==> config.mk <==
export PLATFORM = sky130hd
export DESIGN_NAME = mcu_scheduler_flat
export DESIGN_NICKNAME = d
export VERILOG_FILES = /design/src/rtl/sys_defs.sv /design/src/rtl/mcu_scheduler_if.sv /design/src/rtl/mcu_raster_counter.sv /design/src/rtl/mcu_scheduler.sv /design/src/flat_wrapper.sv
export SDC_FILE = /design/constraint.sdc
export NUM_CORES = 1
export LEC_CHECK = 0
export ABC_CLOCK_PERIOD_IN_PS = 3510
export CAP_MARGIN = 20
export CORE_MARGIN = 5
export CORE_UTILIZATION = 53
export CTS_CLUSTER_SIZE = 14
export DETAILED_ROUTE_END_ITERATION = 10
export GPL_TIMING_DRIVEN = 0
export PLACE_DENSITY = 0.81
export REMOVE_ABC_BUFFERS = 1
export SLEW_MARGIN = 20
export SYNTH_ARGS = -nofsm -noshare
export SYNTH_HDL_FRONTEND = slang
export SYNTH_HIERARCHICAL = 1
export SYNTH_SLANG_ARGS = --single-unit
==> constraint.sdc <==
create_clock -name clk -period 3.51 [get_ports clk]
set_input_delay 0.5265 -clock clk [delete_from_list [all_inputs] [get_ports clk]]
set_output_delay 0.5265 -clock clk [all_outputs]
set_load 0.05 [all_outputs]
==> src/rtl/sys_defs.sv <==
// Shared types and constants for the MCU scheduler.
// The block counts assume 4:2:0 sampling with 16x16 MCUs.
package sys_defs;

  typedef enum logic [1:0] {
    COMP_Y  = 2'd0,
    COMP_CB = 2'd1,
    COMP_CR = 2'd2
  } COMP_ID;

  typedef enum logic [1:0] {
    S_IDLE  = 2'd0,
    S_RUN   = 2'd1,
    S_DRAIN = 2'd2
  } SCHED_STATE;

  localparam int BLKS_PER_MCU     = 6;
  localparam int OUT_BLKS_PER_MCU = 4;

  // Decode order inside an MCU: Y0..Y3, then Cb, then Cr.
  function automatic COMP_ID comp_of_blk(input logic [2:0] blk);
    case (blk)
      3'd4:    return COMP_CB;
      3'd5:    return COMP_CR;
      default: return COMP_Y;
    endcase
  endfunction

endpackage

==> src/rtl/mcu_scheduler_if.sv <==
// Control/status bundle between the JPEG top level and the MCU scheduler.
// master = top level / stimulus side, slave = scheduler.
interface mcu_scheduler_if #(
  parameter int DIM_W = 12
);
  logic             start;
  logic [DIM_W-1:0] mcus_wide;
  logic [DIM_W-1:0] mcus_tall;
  logic             huff_blk_done;
  logic             color_valid;
  logic [1:0]       comp_id;
  logic [2:0]       blk_in_mcu;
  logic             dc_pred_clr;
  logic             decode_hold;
  logic [DIM_W:0]   out_bx;
  logic [DIM_W:0]   out_by;
  logic             busy;
  logic             img_done;
  logic             err;

  modport master (
    output start, mcus_wide, mcus_tall, huff_blk_done, color_valid,
    input  comp_id, blk_in_mcu, dc_pred_clr, decode_hold,
    input  out_bx, out_by, busy, img_done, err
  );

  modport slave (
    input  start, mcus_wide, mcus_tall, huff_blk_done, color_valid,
    output comp_id, blk_in_mcu, dc_pred_clr, decode_hold,
    output out_bx, out_by, busy, img_done, err
  );
endinterface

==> src/rtl/mcu_raster_counter.sv <==
// Raster-order MCU position counter: x wraps at cols-1, then y increments.
// last is high while the position is the bottom-right MCU.
module mcu_raster_counter #(
  parameter int DIM_W = 12
) (
  input  logic             clk,
  input  logic             rst,
  input  logic             clr,
  input  logic             adv,
  input  logic [DIM_W-1:0] cols,
  input  logic [DIM_W-1:0] rows,
  output logic [DIM_W-1:0] x,
  output logic [DIM_W-1:0] y,
  output logic             last
);
  localparam logic [DIM_W-1:0] ONE = DIM_W'(1);

  logic [DIM_W-1:0] x_q;
  logic [DIM_W-1:0] y_q;
  logic             x_last;
  logic             y_last;

  assign x_last = (x_q == cols - ONE);
  assign y_last = (y_q == rows - ONE);
  assign last   = x_last & y_last;
  assign x      = x_q;
  assign y      = y_q;

  always_ff @(posedge clk or posedge rst) begin
    if (rst) begin
      x_q <= '0;
      y_q <= '0;
    end else if (clr) begin
      x_q <= '0;
      y_q <= '0;
    end else if (adv) begin
      if (x_last) begin
        x_q <= '0;
        y_q <= y_q + ONE;
      end else begin
        x_q <= x_q + ONE;
      end
    end
  end

endmodule

==> src/rtl/mcu_scheduler.sv <==
// 4:2:0 MCU sequencer: selects component/table per decoded block, tracks the
// image position of emitted RGB blocks and keeps decode at most MAX_AHEAD MCUs ahead.
module mcu_scheduler
  import sys_defs::*;
#(
  parameter int DIM_W     = 12,
  parameter int MAX_AHEAD = 2
) (
  input logic            clk,
  input logic            rst,
  mcu_scheduler_if.slave bus
);
  localparam int               AW        = $clog2(MAX_AHEAD + 1);
  localparam logic [AW-1:0]    AHEAD_MAX = AW'(MAX_AHEAD);
  localparam logic [AW-1:0]    AHEAD_ONE = AW'(1);
  localparam logic [2:0]       LAST_BLK  = 3'(BLKS_PER_MCU - 1);
  localparam logic [1:0]       LAST_SUB  = 2'(OUT_BLKS_PER_MCU - 1);

  SCHED_STATE       state_q;
  logic [DIM_W-1:0] cols_q;
  logic [DIM_W-1:0] rows_q;
  logic [2:0]       blk_q;
  logic [1:0]       sub_q;
  logic [AW-1:0]    ahead_q;
  logic             dc_clr_q;
  logic             done_q;
  logic             err_q;

  logic             start_acc;
  logic             hold;
  logic             huff_acc;
  logic             color_acc;
  logic             dec_mcu_done;
  logic             out_mcu_done;
  logic             dec_last;
  logic             out_last;
  logic             proto_err;
  logic [DIM_W-1:0] dec_x;
  logic [DIM_W-1:0] dec_y;
  logic [DIM_W-1:0] out_x;
  logic [DIM_W-1:0] out_y;
  logic             unused_dec_pos;

  assign start_acc = bus.start && (state_q == S_IDLE) && (|bus.mcus_wide) && (|bus.mcus_tall);
  assign hold      = (ahead_q >= AHEAD_MAX) || (state_q != S_RUN);
  assign huff_acc  = bus.huff_blk_done && !hold;
  assign color_acc = bus.color_valid && (state_q != S_IDLE) && (ahead_q != '0);

  assign dec_mcu_done = huff_acc && (blk_q == LAST_BLK);
  assign out_mcu_done = color_acc && (sub_q == LAST_SUB);

  assign proto_err = (bus.start && (state_q != S_IDLE))
                   || (bus.huff_blk_done && !huff_acc)
                   || (bus.color_valid && !color_acc);

  // Decode position only matters through its last flag.
  assign unused_dec_pos = ^{dec_x, dec_y};

  mcu_raster_counter #(.DIM_W(DIM_W)) u_dec_pos (
    .clk  (clk),
    .rst  (rst),
    .clr  (start_acc),
    .adv  (dec_mcu_done),
    .cols (cols_q),
    .rows (rows_q),
    .x    (dec_x),
    .y    (dec_y),
    .last (dec_last)
  );

  mcu_raster_counter #(.DIM_W(DIM_W)) u_out_pos (
    .clk  (clk),
    .rst  (rst),
    .clr  (start_acc),
    .adv  (out_mcu_done),
    .cols (cols_q),
    .rows (rows_q),
    .x    (out_x),
    .y    (out_y),
    .last (out_last)
  );

  always_ff @(posedge clk or posedge rst) begin
    if (rst) begin
      state_q  <= S_IDLE;
      cols_q   <= '0;
      rows_q   <= '0;
      blk_q    <= '0;
      sub_q    <= '0;
      ahead_q  <= '0;
      dc_clr_q <= 1'b0;
      done_q   <= 1'b0;
      err_q    <= 1'b0;
    end else begin
      dc_clr_q <= start_acc;
      done_q   <= 1'b0;
      if (start_acc) begin
        state_q <= S_RUN;
        cols_q  <= bus.mcus_wide;
        rows_q  <= bus.mcus_tall;
        blk_q   <= '0;
        sub_q   <= '0;
        ahead_q <= '0;
        err_q   <= 1'b0;
      end else begin
        if (proto_err) begin
          err_q <= 1'b1;
        end
        if (huff_acc) begin
          blk_q <= dec_mcu_done ? 3'd0 : blk_q + 3'd1;
        end
        if (color_acc) begin
          sub_q <= sub_q + 2'd1;
        end
        // Completing an MCU on both sides in one cycle leaves the backlog unchanged.
        case ({dec_mcu_done, out_mcu_done})
          2'b10:   ahead_q <= ahead_q + AHEAD_ONE;
          2'b01:   ahead_q <= ahead_q - AHEAD_ONE;
          default: ahead_q <= ahead_q;
        endcase
        case (state_q)
          S_RUN: begin
            if (dec_mcu_done && dec_last) begin
              state_q <= S_DRAIN;
            end
          end
          S_DRAIN: begin
            if (out_mcu_done && out_last) begin
              state_q <= S_IDLE;
              done_q  <= 1'b1;
            end
          end
          default: state_q <= state_q;
        endcase
      end
    end
  end

  assign bus.comp_id     = comp_of_blk(blk_q);
  assign bus.blk_in_mcu  = blk_q;
  assign bus.dc_pred_clr = dc_clr_q;
  assign bus.decode_hold = hold;
  assign bus.out_bx      = {out_x, sub_q[0]};
  assign bus.out_by      = {out_y, sub_q[1]};
  assign bus.busy        = (state_q != S_IDLE);
  assign bus.img_done    = done_q;
  assign bus.err         = err_q;

endmodule

==> src/flat_wrapper.sv <==
// flat-port wrapper written by rule: the top's interface ports become plain ports
module mcu_scheduler_flat import sys_defs::*;
#(
  parameter int DIM_W     = 12,
  parameter int MAX_AHEAD = 2
)
  (clk, rst, bus_start, bus_mcus_wide, bus_mcus_tall, bus_huff_blk_done, bus_color_valid, bus_comp_id, bus_blk_in_mcu, bus_dc_pred_clr, bus_decode_hold, bus_out_bx, bus_out_by, bus_busy, bus_img_done, bus_err);
  mcu_scheduler_if #(.DIM_W(DIM_W)) bus_i ();
  input logic clk;
  input logic rst;
  input wire logic [$bits(bus_i.start)-1:0] bus_start;
  input wire logic [$bits(bus_i.mcus_wide)-1:0] bus_mcus_wide;
  input wire logic [$bits(bus_i.mcus_tall)-1:0] bus_mcus_tall;
  input wire logic [$bits(bus_i.huff_blk_done)-1:0] bus_huff_blk_done;
  input wire logic [$bits(bus_i.color_valid)-1:0] bus_color_valid;
  output wire logic [$bits(bus_i.comp_id)-1:0] bus_comp_id;
  output wire logic [$bits(bus_i.blk_in_mcu)-1:0] bus_blk_in_mcu;
  output wire logic [$bits(bus_i.dc_pred_clr)-1:0] bus_dc_pred_clr;
  output wire logic [$bits(bus_i.decode_hold)-1:0] bus_decode_hold;
  output wire logic [$bits(bus_i.out_bx)-1:0] bus_out_bx;
  output wire logic [$bits(bus_i.out_by)-1:0] bus_out_by;
  output wire logic [$bits(bus_i.busy)-1:0] bus_busy;
  output wire logic [$bits(bus_i.img_done)-1:0] bus_img_done;
  output wire logic [$bits(bus_i.err)-1:0] bus_err;
  assign bus_i.start = bus_start;
  assign bus_i.mcus_wide = bus_mcus_wide;
  assign bus_i.mcus_tall = bus_mcus_tall;
  assign bus_i.huff_blk_done = bus_huff_blk_done;
  assign bus_i.color_valid = bus_color_valid;
  assign bus_comp_id = bus_i.comp_id;
  assign bus_blk_in_mcu = bus_i.blk_in_mcu;
  assign bus_dc_pred_clr = bus_i.dc_pred_clr;
  assign bus_decode_hold = bus_i.decode_hold;
  assign bus_out_bx = bus_i.out_bx;
  assign bus_out_by = bus_i.out_by;
  assign bus_busy = bus_i.busy;
  assign bus_img_done = bus_i.img_done;
  assign bus_err = bus_i.err;
  mcu_scheduler #(.DIM_W(DIM_W), .MAX_AHEAD(MAX_AHEAD)) u_core (.clk(clk), .rst(rst), .bus(bus_i));
endmodule
==> results of run 1 <==
==> synthesized netlist by cell type, drive strengths merged, types with 5 or more instances <==
master,n
o32ai,6
a211oi,20
a21oi,18
buf,5
mux2,48
nand4,18
or4,8
and3,6
nand2,42
mux2i,7
nor4,34
nor2b,22
nand3,12
clkbuf,34
xor2,31
nor2,62
nor3b,11
o21ai,12
nor3,11
xnor2,38
dfrtp,84
nand2b,18
ha,12
a31oi,5
or3,8
inv,32
nor4b,8
==> cells in the final DEF (no fill, tap or decap), types with 10 or more instances in the layout <==
cell              n
nand2_1          41
nand3_1          12
xor2_1           31
nand4_1          18
dfrtp_1          84
mux2_2           30
nor2_1           61
nor2b_1          22
inv_1            31
clkdlybuf4s50_1  64
o21ai_0          12
mux2_1           10
ha_1             12
a211oi_1         20
nand2b_1         18
nor4_1           32
a21oi_1          18
xnor2_1          38
==> worst register-to-register path, stage by stage, from the launching register on <==
cell	delay (ns)
dfrtp_1	0.55
or3_1	0.45
or3_1	0.40
a2111oi_2	0.43
o2111ai_2	0.45
or4b_4	0.70
mux2_4	0.32
==> cell families after synthesis <==
kind of cell | synth area share, %
simple gates | 25.2
xor+xnor | 10.2
flops | 34.3
fa+ha+maj | 2.45
mux | 10.4
buf+inv | 4.80
compound gates | 12.6
==> layout make-up <==
class | count | area, um^2
inverters | 33 | 150
fillers | 886 | 4060
clock buffers | 13 | 270
flip-flops and latches | 84 | 2100
clock inverters | 3 | 67.6
multi-input cells | 518 | 3820
well taps | 143 | 179
repair buffers | 71 | 718
==> layer usage <==
| layer | share of wire (%) | vias to the layer above |
|---|---|---|
| li1 | - | 2553 |
| met1 | 43 | 2637 |
| met2 | 50 | 166 |
| met3 | 4.1 | 30 |
| met4 | 2.6 | 0 |
| met5 | 0 | - |
==> state kept, by name, summed over array words and instances (netlist names) <==
register / flops
u_core/rows_q: 12
u_core/bus.dc_pred_clr: 1
u_core/u_out_pos/x: 12
u_core/bus.img_done: 1
u_core/cols_q: 12
u_core/u_out_pos/y: 12
u_core/sub_q: 2
u_core/u_dec_pos/y: 12
u_core/bus.err: 1
u_core/ahead_q: 2
u_core/state_q: 2
u_core/bus.blk_in_mcu: 3
u_core/u_dec_pos/x: 12
==> where the power goes <==
part           leakage [nW]  internal (mW)  switching, mW
logic                  1.63          0.690          0.878
registers              1.09           1.12          0.402
clock network         0.162          0.682          0.383
==> repair_timing <==
item                       4_1_cts  5_1_grt
pin swaps                        0        2
setup endpoints to repair       25       14
buffers inserted                 0        4
gates resized for setup          9        5
hold buffers                     0        0
==> per-stage QoR <==
stage	total power [mW]	std cells	TNS [ns]
after detailed placement	3.03	844	-8.91
after global placement	2.91	842	-25.20
after global routing	4.41	865	-0.00824
after CTS	4.14	860	0
after floorplan	2.57	635	0
final	4.16	865	0
==> worst min-delay path by stage <==
stage,slack [ns],endpoint,cells after the start,start
final,0.55,u_core/bus.err,2,u_core/bus.err
after global routing,0.59,u_core/sub_q[0],2,u_core/sub_q[0]
after CTS,0.56,u_core/bus.err,2,u_core/bus.err
after detailed placement,0.55,u_core/bus.err,2,u_core/bus.err
after global placement,0.52,u_core/bus.err,2,u_core/bus.err
after floorplan,0.53,u_core/bus.img_done,1,u_core/state_q[0]
==> impl_metrics.toml, run 1 <==
[critical_path]
path_cells = "or3_1, or3_1, a2111oi_2, o2111ai_2, or4b_4, mux2_4"
crit_arrival_ns = 3.63
setup.worst_path.end = "u_core/u_dec_pos/y[0]"
crit_fanout = 13
reg2reg_to = "u_core/u_dec_pos/y[0]"
start_kind = "flip-flop"
cpPeakStageDelay_ns = 0.70
rrSetupSlack_ns = 0.1
r2r-start = "u_core/cols_q[2]"
crit_start = "u_core/cols_q[2]"
end_kind = "flip-flop"
crit_top_cell = "or3_1"
crit_cells = 6
path_class = "flip-flop to flip-flop"
path_delay_family = "simple AND/OR/NAND/NOR gates"
critical_path_buf_inv_count = 0
r2r_cells = 6
cp.required_ns = 3.73
worst_path_max_delay_cell = "or4b_4"

[final_layout]
diodes = 0
area_growth_pct = 19.2
finish.instance_area_um2 = 7310
layout-drive-gt1-share_pct = 12.2
nNetsFinal = 758
finalCoreUtilization_pct = 64.3

[sta]
period_share_pct = 97.3
final-hold-violation-count = 0
finalSetupViolations = 0
clock_skew_ns = 0.00595
fmax_mhz = 293
min_period_ns = 3.41
slew_headroom_pct = 33.7
tightest_slew_ns = 0.991
fin_ws_ns = 0.0957
whs_ns = 0.549
drv_slew = 0

[yosys]
avgSynthCellArea_um2 = 9.10
synth-seq-area-share_pct = 34.3
syn_area_um2 = 6130
synth-edff-count = 0
yosysUniqueCellTypes = 62
synth_top_area_cell = "dfrtp_1"
synth_warnings = 6
synth_area_leaders = "dfrtp_1 (34%), mux2_2 (5.5%), xnor2_1 (5.4%)"
synth-seq-cells = 84
synth_cells = 674
ys_async_sr_fraction_pct = 100
yosys_most_used_dff = "dfrtp_1"
netlist.area_leader.share_pct = 34.3

[floorplan]
dieArea_um2 = 13800
rows = 39
initial_core_util_pct = 53.9
coreArea_um2 = 11400
die_w_um = 118
die_y_um = 118
io_pins = 65

[grt]
use_met1_pct = 28.2
grt_overflow = 0
grt_pass1_wl_mm = 26.0
grt.total_usage_pct = 22.2
antenna_found_initial = 0
top_usage_layer = "met2"
grt_util_met2_pct = 37.8
grt_pass1_vias = 5286
grt_max_degree = 106
grt_use_met3_pct = 3.99

[route]
num_vias = 5386
via_per_inst = 6.23
dr.pass1.iters = 5
drc = 0
postRouteWirelength_mm = 15.6
wl_per_cell_um = 18.0
drtIter0Drc = 365
detail-route-antenna-nets = 0

[place]
placed_area_um2 = 6830
port_buffers = 64
pre_cts_slack_ns = -0.759
gp_congestion = 0.880
hpwl_mm = 10.9

[clocking]
numClockSinks = 84
cts_root_buffer = "clkbuf_16"
cts.htree.levels = 3
clk_pin_slew_worst_paths_ns = 0.06
clk_latency_ns = 0.33
cts_tree = "yes"
cts_buffers = 9
clockBufferDepth = 2

[hold_path]
worstHoldPathType = "flip-flop to flip-flop"

[status]
status = "finished clean"

[flow_run]
cap_violations = 0

[power_and_ir_drop]
p_leak_nw = 2.88
ir_drop_mv = 0.309
powerDensity_nw_per_um2 = 569
Power figures use the tool's default switching activity.
==> inputs of run 2 (changes only) <==
--- a/config.mk
+++ b/config.mk
@@ -7,7 +7,6 @@
 export LEC_CHECK = 0
 export ABC_CLOCK_PERIOD_IN_PS = 3510
 export CAP_MARGIN = 20
-export CORE_MARGIN = 5
 export CORE_UTILIZATION = 53
 export CTS_CLUSTER_SIZE = 14
 export DETAILED_ROUTE_END_ITERATION = 10
==> impl_metrics.toml, run 2 (synthesized netlist as in run 1, its figures left out) <==
[clocking]
cts_buffers = 9
cts_tree = "yes"
holdBufCountCts = 0
clk_latency_ns = 0.35
cts_root_buffer = "clkbuf_16"
cts.htree.levels = 3
numClockSinks = 84
clk_pin_slew_worst_paths_ns = 0.06
clockBufferDepth = 2

[critical_path]
end_kind = "flip-flop"
path_class = "flip-flop to flip-flop"
crit_fanout = 13
cp.required_ns = 3.75
start_kind = "flip-flop"
crit_arrival_ns = 3.58

[place]
pre_cts_slack_ns = -0.554
placed_area_um2 = 6830
gp_congestion = 0.871
place_inst = 841
hpwl_mm = 10.7
port_buffers = 64

[floorplan]
coreArea_um2 = 11000
dieArea_um2 = 12000
io_pins = 65
die_w_um = 110
rows = 38
die_y_um = 110
initial_core_util_pct = 55.6

[route]
detail-route-antenna-nets = 0
dr.pass1.iters = 5
drc = 0
via_per_inst = 6.35
drtIter0Drc = 399
postRouteWirelength_mm = 15.7
wl_per_cell_um = 18.2
num_vias = 5457

[status]
status = "finished clean"

[sta]
final.setup.tns_ns = 0
min_period_ns = 3.34
fin_ws_ns = 0.167
whs_ns = 0.550
final-hold-violation-count = 0
slew_headroom_pct = 35.5
tightest_slew_ns = 0.966
fmax_mhz = 299
period_share_pct = 95.2
drv_slew = 0
finalSetupViolations = 0
clock_skew_ns = 0.00648

[power_and_ir_drop]
p_sw_mw = 1.71
switching_share_pct = 42.1
power_frac_seq_pct = 37.5
finalPower_mw = 4.06
power_frac_comb_pct = 39.8
powerDensity_nw_per_um2 = 561
ir_drop_mv = 0.382
clkPwrFrac_pct = 22.7
power.internal_mw = 2.35
p_leak_nw = 2.84

[hold_path]
worstHoldPathType = "flip-flop to flip-flop"

[final_layout]
nNetsFinal = 756
finish.instance_area_um2 = 7240
mostFrequentLayoutCells = "dfrtp_1 (84), clkdlybuf4s50_1 (64), nor2_1 (61)"
area_growth_pct = 18.1
mostFrequentLayoutCell = "dfrtp_1"
stdcell_count = 860
layout-drive-gt1-share_pct = 12.1
diodes = 0
finalCoreUtilization_pct = 65.6

[grt]
grt_max_degree = 106
grt.total_usage_pct = 27.0
grt_pass1_vias = 5384
grt_pass1_wl_mm = 25.4
grt_overflow = 0
antenna_found_initial = 0

[flow_run]
cap_violations = 0
run 2: area by class of cell:
class	count	area, um^2
clock inverter	4	22.5
timing repair buffer	69	678
clock buffer	12	267
tap	140	175
inverter	33	140
sequential	84	2100
fill	864	3790
multi-input combinational	518	3850
run 2: final timing paths:
kind,from,to,slack [ns],cells past startpoint
setup / recovery,u_core/cols_q[3],u_core/u_out_pos/y[0],0.17,6
hold / removal,u_core/bus.err,u_core/bus.err,0.55,2
setup reg to reg,u_core/cols_q[3],u_core/u_out_pos/y[0],0.17,6
hold reg to reg,u_core/bus.err,u_core/bus.err,0.55,2
max in group asynchronous,rst,u_core/u_out_pos/y[11],2.10,2
min in group asynchronous,rst,u_core/bus.dc_pred_clr,0.76,2
run 2: power groups by stage:
stage	registers, mW	logic [mW]	clock network [mW]
after floorplan	1.54	1.03	0
after global placement	1.51	1.41	0
after detailed placement	1.53	1.52	0
after CTS	1.51	1.56	0.938
after global routing	1.56	1.75	0.971
final	1.52	1.62	0.922
run 2: layer usage:
metal  part of all wire, %  global-route usage [%]  wire [um]
met5                     0                       0          0
met1                    42                    34.4       6600
met2                    49                    45.1       7730
met4                   2.6                    11.0        410
met3                   5.8                    5.04        907
run 2: timing repair:
| action | 4_1_cts | 5_1_grt |
|---|---|---|
| endpoints found under the hold margin | 0 | 0 |
| setup endpoints to repair | 18 | 15 |
| resized for setup | 6 | 8 |
| pin swaps | 1 | 1 |
| setup buffers | 1 | 2 |
run 2: critical path, cell delays in order, from the launching register on:
cell       delay, ns
dfrtp_1         0.57
or3_1           0.44
or3_1           0.39
a2111oi_2       0.50
o2111ai_4       0.37
or4b_4          0.65
mux2_4          0.31
==> inputs of run 3 (changes only) <==
--- a/config.mk
+++ b/config.mk
@@ -13,6 +13,7 @@
 export GPL_TIMING_DRIVEN = 0
 export PLACE_DENSITY = 0.81
 export REMOVE_ABC_BUFFERS = 1
+export SKIP_LAST_GASP = 1
 export SLEW_MARGIN = 20
 export SYNTH_ARGS = -nofsm -noshare
 export SYNTH_HDL_FRONTEND = slang
==> results of run 3 <==
Final layout, timing and power as in run 2 (identical DEF).
